## src/rtl/filter_loader.sv

```systemverilog
// filter_loader: fetches NWORDS 32-bit words from external memory into a 16-byte filter buffer.
// Optional byte checksum on the cksum port when FILTER_LOADER_CKSUM_EN is defined.
module filter_loader #(
  parameter int unsigned ADDR_W = 16,
  parameter int unsigned NWORDS = 4
) (
  input  logic              clk,
  input  logic              rst_n,
  input  logic              start,
  input  logic              abort,
  input  logic [ADDR_W-1:0] base_addr,
  output logic              mem_req,
  output logic [ADDR_W-1:0] mem_addr,
  input  logic              mem_ack,
  input  logic [31:0]       mem_rdata,
  output logic              buf_wr_en,
  output logic [3:0]        buf_wr_addr,
  output logic [31:0]       buf_wr_data,
  output logic              busy,
  output logic              done,
  output logic [7:0]        cksum
);

  localparam int unsigned IDX_W = (NWORDS > 1) ? $clog2(NWORDS) : 1;
  localparam int unsigned LAST  = NWORDS - 1;

  // One-hot encoding so every control output is a direct flop bit decode
  typedef enum logic [3:0] {
    S_IDLE = 4'b0001,
    S_REQ  = 4'b0010,
    S_WR   = 4'b0100,
    S_DONE = 4'b1000
  } state_t;

  state_t            r_state;
  state_t            w_next;
  logic [IDX_W-1:0]  r_idx;
  logic [ADDR_W-1:0] r_addr;
  logic [31:0]       r_data;
  logic              w_accept;
  logic              w_capture;
  logic              w_advance;
  logic              w_last;

  assign w_last    = (r_idx == IDX_W'(LAST));
  assign w_accept  = (r_state == S_IDLE) && start;
  assign w_capture = (r_state == S_REQ) && mem_ack && !abort;
  assign w_advance = (r_state == S_WR) && !abort && !w_last;

  always_ff @(posedge clk or negedge rst_n) begin
    if (!rst_n) r_state <= S_IDLE;
    else        r_state <= w_next;
  end

  // Abort wins over mem_ack and over the WR->REQ/DONE step
  always_comb begin
    w_next = r_state;
    case (r_state)
      S_IDLE: if (start) w_next = S_REQ;
      S_REQ: begin
        if (abort)        w_next = S_IDLE;
        else if (mem_ack) w_next = S_WR;
      end
      S_WR: begin
        if (abort)       w_next = S_IDLE;
        else if (w_last) w_next = S_DONE;
        else             w_next = S_REQ;
      end
      S_DONE:  w_next = S_IDLE;
      default: w_next = S_IDLE;
    endcase
  end

  always_comb begin
    mem_req   = 1'b0;
    buf_wr_en = 1'b0;
    done      = 1'b0;
    busy      = 1'b1;
    case (r_state)
      S_IDLE:  busy      = 1'b0;
      S_REQ:   mem_req   = 1'b1;
      S_WR:    buf_wr_en = 1'b1;
      S_DONE:  done      = 1'b1;
      default: busy      = 1'b0;
    endcase
  end

  // Word address advances by 4 after each write; wraps modulo 2^ADDR_W
  always_ff @(posedge clk or negedge rst_n) begin
    if (!rst_n) begin
      r_idx  <= '0;
      r_addr <= '0;
      r_data <= '0;
    end else begin
      if (w_accept) begin
        r_idx  <= '0;
        r_addr <= base_addr;
      end else if (w_advance) begin
        r_idx  <= r_idx + IDX_W'(1);
        r_addr <= r_addr + ADDR_W'(4);
      end
      if (w_capture) r_data <= mem_rdata;
    end
  end

  assign mem_addr    = r_addr;
  assign buf_wr_addr = 4'({r_idx, 2'b00});
  assign buf_wr_data = r_data;

`ifdef FILTER_LOADER_CKSUM_EN
  logic [7:0] r_cksum;

  always_ff @(posedge clk or negedge rst_n) begin
    if (!rst_n)                r_cksum <= '0;
    else if (w_accept)         r_cksum <= '0;
    else if (r_state == S_WR)  r_cksum <= r_cksum + r_data[31:24] + r_data[23:16]
                                                  + r_data[15:8]  + r_data[7:0];
  end

  assign cksum = r_cksum;
`else
  assign cksum = 8'h00;
`endif

endmodule

```

## config.mk

```make
export PLATFORM = sky130hd
export DESIGN_NAME = filter_loader
export DESIGN_NICKNAME = d
export VERILOG_FILES = /design/src/rtl/filter_loader.sv
export SDC_FILE = /design/constraint.sdc
export NUM_CORES = 1
export LEC_CHECK = 0
export ABC_AREA = 1
export CAP_MARGIN = 15
export CELL_PAD_IN_SITES_DETAIL_PLACEMENT = 1
export CELL_PAD_IN_SITES_GLOBAL_PLACEMENT = 1
export CORE_ASPECT_RATIO = 0.8
export CORE_MARGIN = 4
export CORE_UTILIZATION = 30
export DETAILED_ROUTE_END_ITERATION = 16
export PLACE_DENSITY_LB_ADDON = 0.08
export SETUP_SLACK_MARGIN = 0.5
export SYNTH_ARGS = -nofsm -noshare
export SYNTH_HDL_FRONTEND = slang
export SYNTH_SLANG_ARGS = --single-unit
export TNS_END_PERCENT = 20
```

## constraint.sdc

```tcl
create_clock -name clk -period 2.4 [get_ports clk]
set_input_delay 0.72 -clock clk [delete_from_list [all_inputs] [get_ports clk]]
set_output_delay 0.72 -clock clk [all_outputs]
set_load 0.05 [all_outputs]
```

==> flow_metrics.tcl <==
set metrics [dict create \
    worstSetupStartpoint "r_state[1]" \
    detailedPlacementHpwl_um 6153 \
    hold_class "in2async" \
    maximum_clock_rate_ghz 0.4697 \
    swShare_pct 52.29 \
    vdd.ir_drop.worst_mv 0.5039 \
    layout-drive-gt1-share_pct 14.41 \
    design.portCount 117 \
    synth-xor-area-share_pct 0.6470 \
    rr_worst_depth 8 \
    cp_max_fo 3 \
    ys_seq_elements 54 \
    seqPwrFrac_pct 29.3 \
    final_cycle_utilization_of_the_critical_path_pct 88.71 \
    ant_nets 0 \
    synthMuxAreaShare_pct 0 \
    post-synth-top-count-cell "nand2_1" \
    leakagePower_nw 2.156 \
    critical_path.endpoint "busy" \
    finalWorstSetupSlack_ps 271.0 \
    die_h_um 92.97 \
    critPathKind "reg2out" \
    overflow 0 \
    ys_warn_count 0 \
    detail_route.drc_violations 0 \
    synthAdderAreaFrac_pct 0.9242 \
    max_cap_viol_count 0 \
    avgSynthCellArea_um2 7.758 \
    synthArstFlopShare_pct 100.0 \
    routed_via_density 4.558 \
    grt_pass1_wl_um 13630 \
    worst_skew_pair.late_latency_ps 290 \
    kind_of_end_point_of_the_critical_path "primary output" \
    clock_power_share_pct 13.4 \
    post-synth-top-area-cell "dfrtp_1" \
    power.internal_w 0.002619 \
    rrSetupSlack_ps 710 \
    mappedNetlistArea_um2 2708 \
    total_switching_power_w 0.002871 \
    grt_max_degree 55 \
    via_count_of_the_first_global_routing_pass 2742 \
    setup_viol 0 \
    cts_htree_levels 2 \
    netlist_instances 349 \
    fin_hold_ws_ps 403.7 \
    fp-row-count 30 \
    drt_first_iter_violations 67 \
    pwr_density_cell_nw_per_um2 1336 \
    gp_congestion 0.7856 \
    flip_flop_cell_with_the_highest_count_after_synthesis "dfrtp_1" \
    synth-edff-count 0 \
    final.setup_skew_ps 8.587 \
    nets 519 \
    cp.arrival_ps 1410 \
    cpPeakStageDelay_ps 470 \
    share_comb_of_total_power_pct 57.3 \
    cts_made_buffers 5 \
    initial_utilization_pct 31.36 \
    synthDistinctLibCells 29 \
    drt_wl_total_um 8449 \
    synthSimpleGateAreaFrac_pct 34.43 \
    die_width_um 114.2 \
    synth_top_area_share_pct 48.98 \
    tightest_slew_ps 534.6 \
    die-area_um2 10620 \
    timing.critical_path.mode_cell "nor2_4" \
    clk_path_buf_depth 2 \
    synth.area.top_cells "dfrtp_1 (49%), nand2_1 (23%), nand3_1 (3.7%)" \
    core_area_um2 8633 \
    antennaDiodeCount 0 \
    dr_total_vias 2630 \
    rsz0062_at_grt "true" \
    critPathLaunchType "register" \
    placement.setup.worst_slack_ps 142.3 \
    period_minus_slack_ps 2129 \
    tritoncts "yes" \
    final_max_slew_viol_count 0 \
    area_delta_synth_final_pct 51.80 \
    grtUsageTotal_pct 15.87 \
    synth.cells.most_frequent "nand2_1 (168), dfrtp_1 (53), inv_1 (23)" \
    timing.rr.start "r_state[2]" \
    drt_pre_antenna_iters 4 \
    clk_transition_reported_paths_ps 70 \
    detail_route.wl_per_cell_um 14.64 \
    synth_sequential_area_ratio_pct 49.95 \
    maxSlewHeadroom_pct 64.50 \
    timing.critical_path.slowest_stage_cell "dfrtp_2" \
    cts.sink_count 54 \
    run_status "completed" \
    ctsRootBufferMaster "clkbuf_16" \
    numPortBuffers 106 \
    totalNegativeSetupSlack_ps 0 \
    synth_top_family_by_area "simple AND/OR/NAND/NOR gates" \
    grt_antenna_before_repair 0 \
    cp_cell_sequence "nor2_4, nand2_1, nor2_4, nor2_4, nand2_4, buf_12" \
    report.final.hold_viol_count 0 \
    synth_compound_area_share_pct 3.882 \
    regToRegEndpoint "buf_wr_data[26]" \
    crit_required_ps 1680 \
]
-- how the worst min path moves through the flow --
stage / start / endpoint
6_report: rst_n / buf_wr_data[4]
5_1_grt: rst_n / buf_wr_data[9]
4_1_cts: rst_n / buf_wr_data[4]
3_5_place_dp: buf_wr_data[30] / buf_wr_data[30]
3_3_place_gp: buf_wr_data[28] / buf_wr_data[28]
2_1_floorplan: rst_n / buf_wr_data[0]
-- layout make-up --
| cell class | count | area (um2) |
|---|---|---|
| Multi-Input combinational cell | 258 | 1182 |
| Clock inverter | 3 | 18.77 |
| Tap cell | 112 | 140.1 |
| Clock buffer | 5 | 125.1 |
| Timing Repair Buffer | 119 | 1184 |
| Inverter | 26 | 105.1 |
| Sequential cell | 54 | 1355 |
| Fill cell | 1055 | 4523 |
-- registers in the layout, summed over array words and instances, names as in the netlist --
name / cells
mem_addr: 16
r_idx: 2
buf_wr_data: 32
r_state: 4
-- cells by family (layout without fill, tap and decap cells) --
logic type	count (synthesis)	count (layout)
DFF	54	54
AOI/OAI and AO/OA	18	18
other	1	10
buffers and inverters	47	153
and+or+nand+nor	225	226
adders and majority gates	2	2
xor gates and xnor gates	2	2
-- per-stage QoR --
| step | std cells | util [%] | instance area, um2 | total power [W] |
|---|---|---|---|---|
| global route | 577 | 47.61 | 4110 | 0.005851 |
| floorplan | 358 | - | 2780 | 0.003761 |
| finish | 577 | 47.61 | 4110 | 0.005490 |
| detailed placement | 563 | 45.33 | 3914 | 0.004934 |
| global placement | 563 | 45.33 | 3914 | 0.004880 |
| CTS | 572 | 46.77 | 4038 | 0.005488 |
-- layer usage --
layer	vias up	GRT usage (%)	routed length (um)
li1	1290	-	-
met1	1255	21.77	3958
met2	79	25.05	3758
met3	6	4.787	673
met4	0	2.868	58
met5	-	0	0
-- critical path, delay by kind of cell (launching register included) --
family,cells,cell delay [ps]
simple gates,5,520
buf+inv,1,130
flops,1,470
-- power by group through the flow --
stage,registers [W],logic (W),clock network [W]
after floorplan,0.00287,0.000887,0
after global placement,0.00161,0.00327,0
after detailed placement,0.00162,0.00331,0
after CTS,0.00161,0.00313,0.000757
after global routing,0.00167,0.00339,0.000788
final,0.00161,0.00314,0.000735
-- repair_timing --
item | in CTS | in global routing
cloned | 0 | 1
resized for setup | 69 | 13
buffers inserted | 1 | 4
pin swaps | 0 | 3
hold buffers | 0 | 0
endpoints found under the setup margin | 61 | 89
-- layout by cell type (no fill, tap or decap), types with 3 or more instances in the layout --
| cell type | netlist | layout |
|---|---|---|
| buf_12 | 0 | 5 |
| buf_4 | 12 | 12 |
| clkbuf_16 | 0 | 5 |
| clkdlybuf4s15_2 | 0 | 11 |
| clkdlybuf4s50_1 | 0 | 50 |
| clkinv_2 | 1 | 3 |
| conb_1 | 1 | 10 |
| dfrtp_1 | 53 | 51 |
| dlygate4sd2_1 | 0 | 34 |
| dlymetal6s2s_1 | 0 | 4 |
| inv_1 | 23 | 21 |
| nand2_1 | 168 | 167 |
| nand3_1 | 20 | 19 |
| nand4_1 | 6 | 6 |
| nor2_1 | 16 | 13 |
| nor2_4 | 1 | 5 |
| o21ai_0 | 10 | 10 |
| or2_2 | 6 | 6 |
No activity file was read; power rests on OpenSTA's default activity.
